`config.mk`:
```
export PLATFORM = sky130hd
export DESIGN_NAME = saddc_comparator_array_flat
export DESIGN_NICKNAME = d
export VERILOG_FILES = /design/src/rtl/saddc_comparator_array_pkg.sv /design/src/rtl/saddc_comparator_array_if.sv /design/src/rtl/saddc_comparator_array_lane.sv /design/src/rtl/saddc_comparator_array.sv /design/src/flat_wrapper.sv
export SDC_FILE = /design/constraint.sdc
export NUM_CORES = 1
export LEC_CHECK = 0
export ABC_AREA = 1
export CAP_MARGIN = 20
export CORE_UTILIZATION = 45
export CTS_BUF_LIST = sky130_fd_sc_hd__clkbuf_8 sky130_fd_sc_hd__clkbuf_16
export DETAILED_ROUTE_END_ITERATION = 8
export GPL_ROUTABILITY_DRIVEN = 0
export PLACE_DENSITY_LB_ADDON = 0.15
export SLEW_MARGIN = 5
export SYNTH_ARGS = -nofsm -noshare
export SYNTH_HDL_FRONTEND = slang
export SYNTH_SLANG_ARGS = --single-unit
```
`constraint.sdc`:
```
create_clock -name clk -period 10.3 [get_ports clk]
set_input_delay 1.03 -clock clk [delete_from_list [all_inputs] [get_ports clk]]
set_output_delay 1.03 -clock clk [all_outputs]
set_load 0.1 [all_outputs]
```
`src/rtl/saddc_comparator_array_pkg.sv`:
```
// Shared types and helpers for the SADDC split-node comparator array.
// Optional statistics build macro used by the top: SADDC_CMP_STATS_EN.
package saddc_cmp_pkg;

    typedef enum logic [1:0] {
        CMP_LE = 2'd0,
        CMP_LT = 2'd1,
        CMP_GE = 2'd2,
        CMP_EQ = 2'd3
    } cmp_mode_e;

    localparam int STAT_W = 32;

    // Widest operand the lane helper accepts; narrower lanes are sign-extended
    // into it, which preserves signed ordering and equality exactly.
    localparam int CMP_MAX_W = 64;

    function automatic logic cmp_lane(
        input logic signed [CMP_MAX_W-1:0] a,
        input logic signed [CMP_MAX_W-1:0] b,
        input cmp_mode_e                   mode
    );
        logic r;
        case (mode)
            CMP_LE:  r = (a <= b);
            CMP_LT:  r = (a < b);
            CMP_GE:  r = (a >= b);
            CMP_EQ:  r = (a == b);
            default: r = 1'b0;
        endcase
        return r;
    endfunction

endpackage

```
`src/rtl/saddc_comparator_array_if.sv`:
```
// Request/response bundle between the feature fetch unit (master) and the
// comparator array (slave).
interface saddc_comparator_array_if
    import saddc_cmp_pkg::*;
#(
    parameter int WIDTH = 32,
    parameter int LANES = 4,
    parameter int TAG_W = 8
);
    localparam int CNT_W = $clog2(LANES + 1);

    logic                   io_req_valid;
    logic                   io_req_ready;
    logic [LANES*WIDTH-1:0] io_req_bits_feature;
    logic [LANES*WIDTH-1:0] io_req_bits_weights;
    cmp_mode_e              io_req_bits_mode;
    logic [TAG_W-1:0]       io_req_bits_tag;

    logic                   io_resp_valid;
    logic                   io_resp_ready;
    logic [LANES-1:0]       io_resp_bits_decision;
    logic [TAG_W-1:0]       io_resp_bits_tag;
    logic [CNT_W-1:0]       io_resp_bits_count;

    modport master (
        output io_req_valid, io_req_bits_feature, io_req_bits_weights,
               io_req_bits_mode, io_req_bits_tag, io_resp_ready,
        input  io_req_ready, io_resp_valid, io_resp_bits_decision,
               io_resp_bits_tag, io_resp_bits_count
    );

    modport slave (
        input  io_req_valid, io_req_bits_feature, io_req_bits_weights,
               io_req_bits_mode, io_req_bits_tag, io_resp_ready,
        output io_req_ready, io_resp_valid, io_resp_bits_decision,
               io_resp_bits_tag, io_resp_bits_count
    );

endinterface

```
`src/rtl/saddc_comparator_array_lane.sv`:
```
// One signed comparison with a mode mux. Purely combinational; WIDTH up to 64.
module saddc_cmp_lane
    import saddc_cmp_pkg::*;
#(
    parameter int WIDTH = 32
) (
    input  logic [WIDTH-1:0] a,
    input  logic [WIDTH-1:0] b,
    input  cmp_mode_e        mode,
    output logic             result
);
    logic signed [CMP_MAX_W-1:0] a_ext;
    logic signed [CMP_MAX_W-1:0] b_ext;

    assign a_ext  = CMP_MAX_W'($signed(a));
    assign b_ext  = CMP_MAX_W'($signed(b));
    assign result = cmp_lane(a_ext, b_ext, mode);

endmodule

```
`src/rtl/saddc_comparator_array.sv`:
```
// SADDC split-node comparator array: LANES signed compares per transaction
// over a 2-stage elastic pipeline (S1 operands, S2 decision/count/tag).
// Build option: define SADDC_CMP_STATS_EN to add request/true-count statistics.
module saddc_comparator_array
    import saddc_cmp_pkg::*;
#(
    parameter int WIDTH = 32,
    parameter int LANES = 4,
    parameter int TAG_W = 8
) (
    input  logic                 clk,
    input  logic                 reset,
    saddc_comparator_array_if.slave io
`ifdef SADDC_CMP_STATS_EN
    ,
    input  logic                 stat_clear,
    output logic [STAT_W-1:0]    stat_req,
    output logic [STAT_W-1:0]    stat_true
`endif
);
    localparam int CNT_W = $clog2(LANES + 1);

    logic                   s1_valid_reg;
    logic [LANES*WIDTH-1:0] s1_feature_reg;
    logic [LANES*WIDTH-1:0] s1_weights_reg;
    cmp_mode_e              s1_mode_reg;
    logic [TAG_W-1:0]       s1_tag_reg;

    logic                   s2_valid_reg;
    logic [LANES-1:0]       s2_decision_reg;
    logic [TAG_W-1:0]       s2_tag_reg;
    logic [CNT_W-1:0]       s2_count_reg;

    logic [LANES-1:0]       decision_next;
    logic [CNT_W-1:0]       count_next;
    logic                   s2_load;
    logic                   s1_move;
    logic                   req_fire;

    // S2 can take new data when empty or draining; S1 frees up when it can move.
    // Ready depends on resp_ready only, never on req_valid.
    assign s2_load         = !s2_valid_reg || io.io_resp_ready;
    assign s1_move         = s1_valid_reg && s2_load;
    assign io.io_req_ready = !s1_valid_reg || s1_move;
    assign req_fire        = io.io_req_valid && io.io_req_ready;

    genvar gi;
    generate
        for (gi = 0; gi < LANES; gi++) begin : g_lane
            saddc_cmp_lane #(.WIDTH(WIDTH)) u_lane (
                .a      (s1_feature_reg[gi*WIDTH +: WIDTH]),
                .b      (s1_weights_reg[gi*WIDTH +: WIDTH]),
                .mode   (s1_mode_reg),
                .result (decision_next[gi])
            );
        end
    endgenerate

    // Popcount of the S1 decision vector, registered into S2 alongside it.
    always_comb begin
        count_next = '0;
        for (int i = 0; i < LANES; i++) begin
            count_next = count_next + CNT_W'(decision_next[i]);
        end
    end

    // S1: capture operands on an accepted request; empties when it moves on.
    always_ff @(posedge clk or posedge reset) begin
        if (reset) begin
            s1_valid_reg   <= 1'b0;
            s1_feature_reg <= '0;
            s1_weights_reg <= '0;
            s1_mode_reg    <= CMP_LE;
            s1_tag_reg     <= '0;
        end else begin
            if (io.io_req_ready) begin
                s1_valid_reg <= io.io_req_valid;
            end
            if (req_fire) begin
                s1_feature_reg <= io.io_req_bits_feature;
                s1_weights_reg <= io.io_req_bits_weights;
                s1_mode_reg    <= io.io_req_bits_mode;
                s1_tag_reg     <= io.io_req_bits_tag;
            end
        end
    end

    // S2: register decision/count/tag; holds steady while the consumer stalls.
    always_ff @(posedge clk or posedge reset) begin
        if (reset) begin
            s2_valid_reg    <= 1'b0;
            s2_decision_reg <= '0;
            s2_tag_reg      <= '0;
            s2_count_reg    <= '0;
        end else if (s2_load) begin
            s2_valid_reg <= s1_valid_reg;
            if (s1_valid_reg) begin
                s2_decision_reg <= decision_next;
                s2_tag_reg      <= s1_tag_reg;
                s2_count_reg    <= count_next;
            end
        end
    end

    assign io.io_resp_valid         = s2_valid_reg;
    assign io.io_resp_bits_decision = s2_decision_reg;
    assign io.io_resp_bits_tag      = s2_tag_reg;
    assign io.io_resp_bits_count    = s2_count_reg;

`ifdef SADDC_CMP_STATS_EN
    logic [STAT_W-1:0] stat_req_reg;
    logic [STAT_W-1:0] stat_true_reg;
    logic [STAT_W:0]   true_sum;
    logic              resp_fire;

    assign resp_fire = s2_valid_reg && io.io_resp_ready;
    assign true_sum  = {1'b0, stat_true_reg} + (STAT_W+1)'(s2_count_reg);

    // Accepted-request counter; clear beats a same-cycle increment, saturates.
    always_ff @(posedge clk or posedge reset) begin
        if (reset) begin
            stat_req_reg <= '0;
        end else if (stat_clear) begin
            stat_req_reg <= '0;
        end else if (req_fire && (stat_req_reg != {STAT_W{1'b1}})) begin
            stat_req_reg <= stat_req_reg + 1'b1;
        end
    end

    // Sum of counts over consumed responses; clear wins, saturates on carry.
    always_ff @(posedge clk or posedge reset) begin
        if (reset) begin
            stat_true_reg <= '0;
        end else if (stat_clear) begin
            stat_true_reg <= '0;
        end else if (resp_fire) begin
            stat_true_reg <= true_sum[STAT_W] ? {STAT_W{1'b1}} : true_sum[STAT_W-1:0];
        end
    end

    assign stat_req  = stat_req_reg;
    assign stat_true = stat_true_reg;
`endif

endmodule
```
`src/flat_wrapper.sv`:
```
// flat-port wrapper written by rule: the top's interface ports become plain ports
module saddc_comparator_array_flat import saddc_cmp_pkg::*;
#(
    parameter int WIDTH = 32,
    parameter int LANES = 4,
    parameter int TAG_W = 8
)
  (clk, reset, io_io_req_valid, io_io_req_bits_feature, io_io_req_bits_weights, io_io_req_bits_mode, io_io_req_bits_tag, io_io_resp_ready, io_io_req_ready, io_io_resp_valid, io_io_resp_bits_decision, io_io_resp_bits_tag, io_io_resp_bits_count);
  saddc_comparator_array_if #(.WIDTH(WIDTH), .LANES(LANES), .TAG_W(TAG_W)) io_i ();
  input  logic clk;
  input  logic reset;
  input wire logic [$bits(io_i.io_req_valid)-1:0] io_io_req_valid;
  input wire logic [$bits(io_i.io_req_bits_feature)-1:0] io_io_req_bits_feature;
  input wire logic [$bits(io_i.io_req_bits_weights)-1:0] io_io_req_bits_weights;
  input wire logic [$bits(io_i.io_req_bits_mode)-1:0] io_io_req_bits_mode;
  input wire logic [$bits(io_i.io_req_bits_tag)-1:0] io_io_req_bits_tag;
  input wire logic [$bits(io_i.io_resp_ready)-1:0] io_io_resp_ready;
  output wire logic [$bits(io_i.io_req_ready)-1:0] io_io_req_ready;
  output wire logic [$bits(io_i.io_resp_valid)-1:0] io_io_resp_valid;
  output wire logic [$bits(io_i.io_resp_bits_decision)-1:0] io_io_resp_bits_decision;
  output wire logic [$bits(io_i.io_resp_bits_tag)-1:0] io_io_resp_bits_tag;
  output wire logic [$bits(io_i.io_resp_bits_count)-1:0] io_io_resp_bits_count;
  assign io_i.io_req_valid = io_io_req_valid;
  assign io_i.io_req_bits_feature = io_io_req_bits_feature;
  assign io_i.io_req_bits_weights = io_io_req_bits_weights;
  assign io_i.io_req_bits_mode = io_io_req_bits_mode;
  assign io_i.io_req_bits_tag = io_io_req_bits_tag;
  assign io_i.io_resp_ready = io_io_resp_ready;
  assign io_io_req_ready = io_i.io_req_ready;
  assign io_io_resp_valid = io_i.io_resp_valid;
  assign io_io_resp_bits_decision = io_i.io_resp_bits_decision;
  assign io_io_resp_bits_tag = io_i.io_resp_bits_tag;
  assign io_io_resp_bits_count = io_i.io_resp_bits_count;
  saddc_comparator_array #(.WIDTH(WIDTH), .LANES(LANES), .TAG_W(TAG_W)) u_core (.clk(clk), .reset(reset), .io(io_i));
endmodule
```
==> key figures, run 1 <==
Cells and area
  – Utilization after layout: 60.0%
  – Fillers: 2599
  – P&R area growth vs syn: 29.7%
  – Final #Nets: 2082
  – Layout cells sized above 1: 10.9%

Power
  – Flop pwr share: 40.7%
  – Comb pwr share: 29.2%
  – Internal: 0.00229 W
  – Switching power total: 0.00108 W
  – Worst vdd ir: 0.134 mV
  – Lkg Pwr: 8.83 nW
  – Switching Share: 32.1%
  – PD cells: 187 nW/µm²
  – Clock network fraction of total power: 30.1%

STA
  – Final setup fails: 0
  – Setup Skew: 0.0120 ns
  – Fin crit share: 38.4%
  – Fin Hold WS: 0.478 ns
  – Fmax: 0.253 GHz
  – Minimum clock period: 3.95 ns
  – Slew @ Worst Pin: 1.06 ns
  – RSZ-0062 raised after global routing: false
  – Rel. slew slack: 29.2%
  – Max Slew Vio Count: 0
  – Final hold vios: 0
  – Setup TNS: 0 ns

Clock tree
  – Clock Tree Buf Depth: 3
  – Clock Pin Slew Worst Setup and Hold Paths: 0.06 ns
  – Htree depth: 1
  – Post-CTS sizing: 0
  – CTS Hold Bufs: 0
  – Clock sinks: 283
  – Root Buffer: clkbuf_16
  – Cts bufs inserted: 31
  – Worst skew pair latency: 0.55 ns
  – CTS tree: yes
  – Post-CTS Setup Inserts: 0

Synth
  – Synth area leaders: dfrtp_1 (51%), ha_1 (12%), mux2_2 (10%), a21oi_1 (6.9%), nand2_1 (5.2%)
  – Number of synthesized flops with an enable pin: 0
  – Post-synth top area share: 51.0%
  – Prevailing post-synth register cell: dfrtp_1
  – Post-synth top area cell: dfrtp_1
  – Syn Nets: 1804
  – Cell count after synthesis: 1403
  – Yosys warning total: 0
  – Sequential share of the synthesized area: 51.0%
  – Synthesized area: 13900 µm²
  – Syn avg cell area: 9.90 µm²
  – Asr flop ratio synth: 100%
  – Yosys cell types: 24
  – Register bit total from synthesis: 283

Global route
  – Initial antenna violation count: 4
  – Grt ovf: 0
  – Vias in the first global route: 10400
  – Gr usage total: 19.4%
  – Largest net degree at the start of global routing: 213
  – First-pass GRT wire length: 49.3 mm

Worst setup path
  – CP max stage cell: clkdlybuf4s50_1
  – CP bufs+invs: 3
  – Crit path DAT: 2.92 ns
  – CP Launch Type: input port
  – Critical Path Sink Type: primary output
  – Cell family with most CP delay: buffers and inverters
  – CP Max Fanout: 3
  – Crit Path Class: in -> out
  – Worst path required time: 9.27 ns
  – Cell-by-cell trace of the critical path: clkdlybuf4s50_1 -> inv_1 -> nand3_1 -> clkdlybuf4s50_1
  – Top cell by count, worst path: clkdlybuf4s50_1
  – Critical Path Max Stage Delay: 1.18 ns

Routing
  – ANT nets after route: 0
  – Routed via count: 10100
  – DR iter-0 viols: 455
  – Iteration count of the initial detailed-routing pass: 7
  – DRC errors left: 0
  – Post-DR vias/cell: 4.83
  – DR WL/cell: 14.4 µm
  – Drt total wl: 30.0 mm

Die
  – Num rows: 63
  – Die W: 178 µm
  – Die area: 31600 µm²
  – Core ar.: 30000 µm²
  – Chip height: 178 µm
  – Top-Level Pins: 287
  – Initial core utilization: 46.2%

Run
  – Max-cap violations: 0

Min path
  – Worst Hold Class: reg -> reg

Place
  – Port-buffer cells: 286
  – Detailed placement HPWL: 21.6 mm

Run status
  – Status: finished, final reports clean
==> tightest hold or removal path, cell delays in order, from the launching register on <==
cell     delay [ns]
dfrtp_1        0.34
nand2_1        0.05
nand2_1        0.06
==> worst paths after layout <==
check	startpoint	endpoint	slack [ns]	cells past startpoint
worst max-delay path	io_io_resp_ready	io_io_req_ready	6.35	4
worst min-delay path	u_core.io.io_resp_bits_decision[3]	u_core.io.io_resp_bits_decision[3]	0.48	2
worst max register to register	u_core.s1_feature_reg[27]	u_core.io.io_resp_bits_count[1]	7.43	18
worst min register to register	u_core.io.io_resp_bits_decision[3]	u_core.io.io_resp_bits_decision[3]	0.48	2
max in group asynchronous	reset	u_core.s1_weights_reg[18]	7.73	4
min in group asynchronous	reset	u_core.s1_weights_reg[100]	0.92	2
==> power groups by stage <==
stage | clock (W) | sequential [W] | combinational (W)
final | 0.00101 | 0.00137 | 0.000984
after global routing | 0.00109 | 0.00140 | 0.00111
after CTS | 0.00105 | 0.00138 | 0.000998
after detailed placement | 0 | 0.00139 | 0.000991
after global placement | 0 | 0.00139 | 0.000968
after floorplan | 0 | 0.00154 | 0.000542
==> synth_stat cells, types with 2 or more instances <==
cell type  number
dfrtp_1       283
nand2_1       194
a21oi_1       192
inv_1         182
nor2_1        175
ha_1          130
mux2_2        129
buf_2          29
nand3_1        21
o21ai_0        16
clkbuf_1        9
buf_4           7
nand4_1         7
a21o_1          6
o21a_1          6
nand2_2         5
nor2_2          4
nor4_4          2
==> layer usage <==
metal,routed length [µm],vias to the layer above,global-route usage (%),share of wire (%)
li1,-,5117,-,-
met1,13100,4709,24.7,44
met2,14100,212,32.6,47
met3,2060,47,5.42,6.9
met4,679,4,5.06,2.3
met5,23,-,0,0.077
==> area by class of cell <==
cell class / count / area [µm²] / share of cell area, %
multi-input combinational: 891 / 5900 / 32.7
timing repair buffer: 291 / 2930 / 16.3
tap: 390 / 488 / 2.71
sequential: 283 / 7080 / 39.3
clock inverter: 12 / 71.3 / 0.396
inverter: 183 / 694 / 3.85
antenna: 2 / 5.00 / 0.0278
clock buffer: 36 / 845 / 4.69
==> cells by family after synthesis <==
family,Yosys count,share of synthesized area [%]
and+or+nand+nor,410,11.9
DFF,283,51.0
adders and majority gates,131,11.9
buffers and inverters,229,6.64
AOI/OAI and AO/OA,221,8.21
muxes,129,10.5
==> placed cells by master (no fill, tap or decap), types with 2 or more instances in the layout <==
cell | Yosys | final
o21ai_0 | 16 | 16
clkdlybuf4s50_1 | 0 | 286
ha_1 | 130 | 130
diode_2 | 0 | 2
o21a_1 | 6 | 6
nand3_1 | 21 | 21
nor4_4 | 2 | 2
a21o_1 | 6 | 6
nand4_1 | 7 | 7
nand2_2 | 5 | 4
mux2_2 | 129 | 129
clkbuf_8 | 0 | 5
buf_4 | 7 | 3
nor2_2 | 4 | 4
dfrtp_1 | 283 | 283
nand2_1 | 194 | 194
nor2_1 | 175 | 175
a21oi_1 | 192 | 192
clkbuf_16 | 0 | 31
inv_1 | 182 | 192
==> metrics by stage <==
stage,power [W],worst slack [ns],instance area [µm²],std cells
floorplan,0.00208,1.46,13900,1403
global placement,0.00235,6.36,17100,2037
detailed placement,0.00239,6.34,17100,2037
CTS,0.00342,6.34,18000,2085
global route,0.00360,6.30,18000,2087
finish,0.00337,6.35,18000,2088
(Power assumes the default switching activity.)
==> run 2, diff against run 1 <==
Clock period 10.3 ns to 3.2 ns, I/O delays scaled along.
==> key figures, run 2 (synthesized netlist as in run 1, its figures left out) <==
Worst setup path
  – Worst path required time: 3.63 ns
  – Crit path DAT: 3.25 ns
  – Critical Path Sink Type: flip-flop
  – CP Launch Type: flip-flop
  – Crit Path Class: reg -> reg
  – CP Max Fanout: 4

Routing
  – DRC errors left: 0
  – ANT nets after route: 0
  – DR WL/cell: 14.4 µm
  – Iteration count of the initial detailed-routing pass: 6
  – Post-DR vias/cell: 4.79
  – Routed via count: 10100
  – Drt total wl: 30.3 mm
  – DR iter-0 viols: 455

Clock tree
  – CTS Hold Bufs: 0
  – Clock sinks: 283
  – Root Buffer: clkbuf_16
  – CTS tree: yes
  – Cts bufs inserted: 31
  – Clock Tree Buf Depth: 3
  – Post-CTS sizing: 0
  – Htree depth: 1
  – Worst skew pair latency: 0.55 ns
  – Clock Pin Slew Worst Setup and Hold Paths: 0.06 ns
  – Post-CTS Setup Inserts: 0

Run
  – Max-cap violations: 0

Global route
  – Largest net degree at the start of global routing: 121
  – Grt met1 use: 26.8%
  – Grt ovf: 0
  – Vias in the first global route: 10300
  – Met2 Use GR: 32.1%
  – Most Crowded Layer GR: met2
  – Initial antenna violation count: 4
  – First-pass GRT wire length: 49.7 mm
  – M3 GR Usage: 4.54%
  – Gr usage total: 19.7%

Die
  – Num rows: 63
  – Core ar.: 30000 µm²
  – Top-Level Pins: 287
  – Initial core utilization: 46.2%
  – Die area: 31600 µm²
  – Die W: 178 µm
  – Chip height: 178 µm

STA
  – Minimum clock period: 2.82 ns
  – Final hold vios: 0
  – Fin crit share: 88.1%
  – Final setup fails: 0
  – RSZ-0062 raised after global routing: false
  – Fin Hold WS: 0.136 ns
  – Slew @ Worst Pin: 1.04 ns
  – Rel. slew slack: 30.4%
  – PnR worst setup slack: 0.380 ns
  – Setup TNS: 0 ns
  – Setup Skew: 0.0108 ns
  – Max Slew Vio Count: 0
  – Fmax: 0.355 GHz

Cells and area
  – Commonest non-fill, non-tap cell in the layout: dfrtp_1
  – Final #Nets: 2092
  – Commonest cells after routing, fill and taps aside: dfrtp_1 (283), clkdlybuf4s50_1 (274), nand2_1 (194)
  – Post-route cell area: 18300 µm²
  – FF/Latch Area: 7080 µm²
  – Layout cells sized above 1: 12.8%
  – Fillers: 2633
  – Multi-input gate area: 5900 µm²
  – P&R area growth vs syn: 31.6%

Power
  – PD cells: 611 nW/µm²
  – Lkg Pwr: 8.97 nW
  – Worst vdd ir: 0.415 mV
  – Pwr Total: 0.0112 W

Place
  – Setup slack at placement: 0.330 ns
  – Port-buffer cells: 286
  – Detailed placement HPWL: 22.2 mm
  – Placed cell areas: 17200 µm²

Min path
  – Worst Hold Class: in -> async

Run status
  – Status: finished, final reports clean
==> run 2: final cells by class <==
class / count / area share (%)
antenna: 3 / 0.0411
clock buffer: 41 / 5.00
clock inverter: 15 / 0.637
inverter: 183 / 3.78
multi-input combinational: 891 / 32.3
sequential: 283 / 38.8
tap: 390 / 2.67
timing repair buffer: 301 / 16.8
==> run 2: final timing paths <==
check,end,from,slack (ns),cells past startpoint
setup reg to reg,u_core.io.io_resp_bits_count[1],u_core.s1_feature_reg[63],0.38,17
hold reg to reg,u_core.io.io_resp_bits_count[0],u_core.io.io_resp_bits_count[0],0.48,2
hold / removal,u_core.s1_feature_reg[73],reset,0.14,2
min in group clk,u_core.s1_weights_reg[122],io_io_req_bits_weights[122],0.35,3
setup / recovery,u_core.io.io_resp_bits_count[1],u_core.s1_feature_reg[63],0.38,17
max in group asynchronous,u_core.s1_feature_reg[124],reset,2.09,3
==> run 2: critical path, stage by stage, from the launching register on <==
cell,delay [ns]
dfrtp_1,0.37
ha_1,0.35
nand2_1,0.10
nor2_2,0.14
nand2_2,0.09
nor4_4,0.16
nand2_1,0.10
nand3_1,0.10
nand3_1,0.08
nand2_1,0.07
nand2_1,0.07
ha_1,0.28
inv_1,0.04
fa_1,0.36
inv_1,0.06
ha_1,0.22
nand2_1,0.06
nand2_1,0.05
==> run 2: layer usage <==
layer | part of all wire, % | up-vias
li1 | - | 5140
met1 | 46 | 4700
met5 | 0.089 | -
met4 | 1.6 | 4
met3 | 6.2 | 38
met2 | 46 | 208
==> run 2: stage by stage <==
stage / std cells / utilization (%)
after floorplan: 1403 / -
after global placement: 2048 / 57.4
after detailed placement: 2048 / 57.4
after CTS: 2104 / 60.8
after global routing: 2105 / 60.8
final: 2107 / 60.8
==> run 2: report_power, final <==
part	switching [W]	internal, W
Sequential	0.000252	0.00416
Combinational	0.00189	0.00132
Clock	0.00141	0.00214
Total	0.00355	0.00761
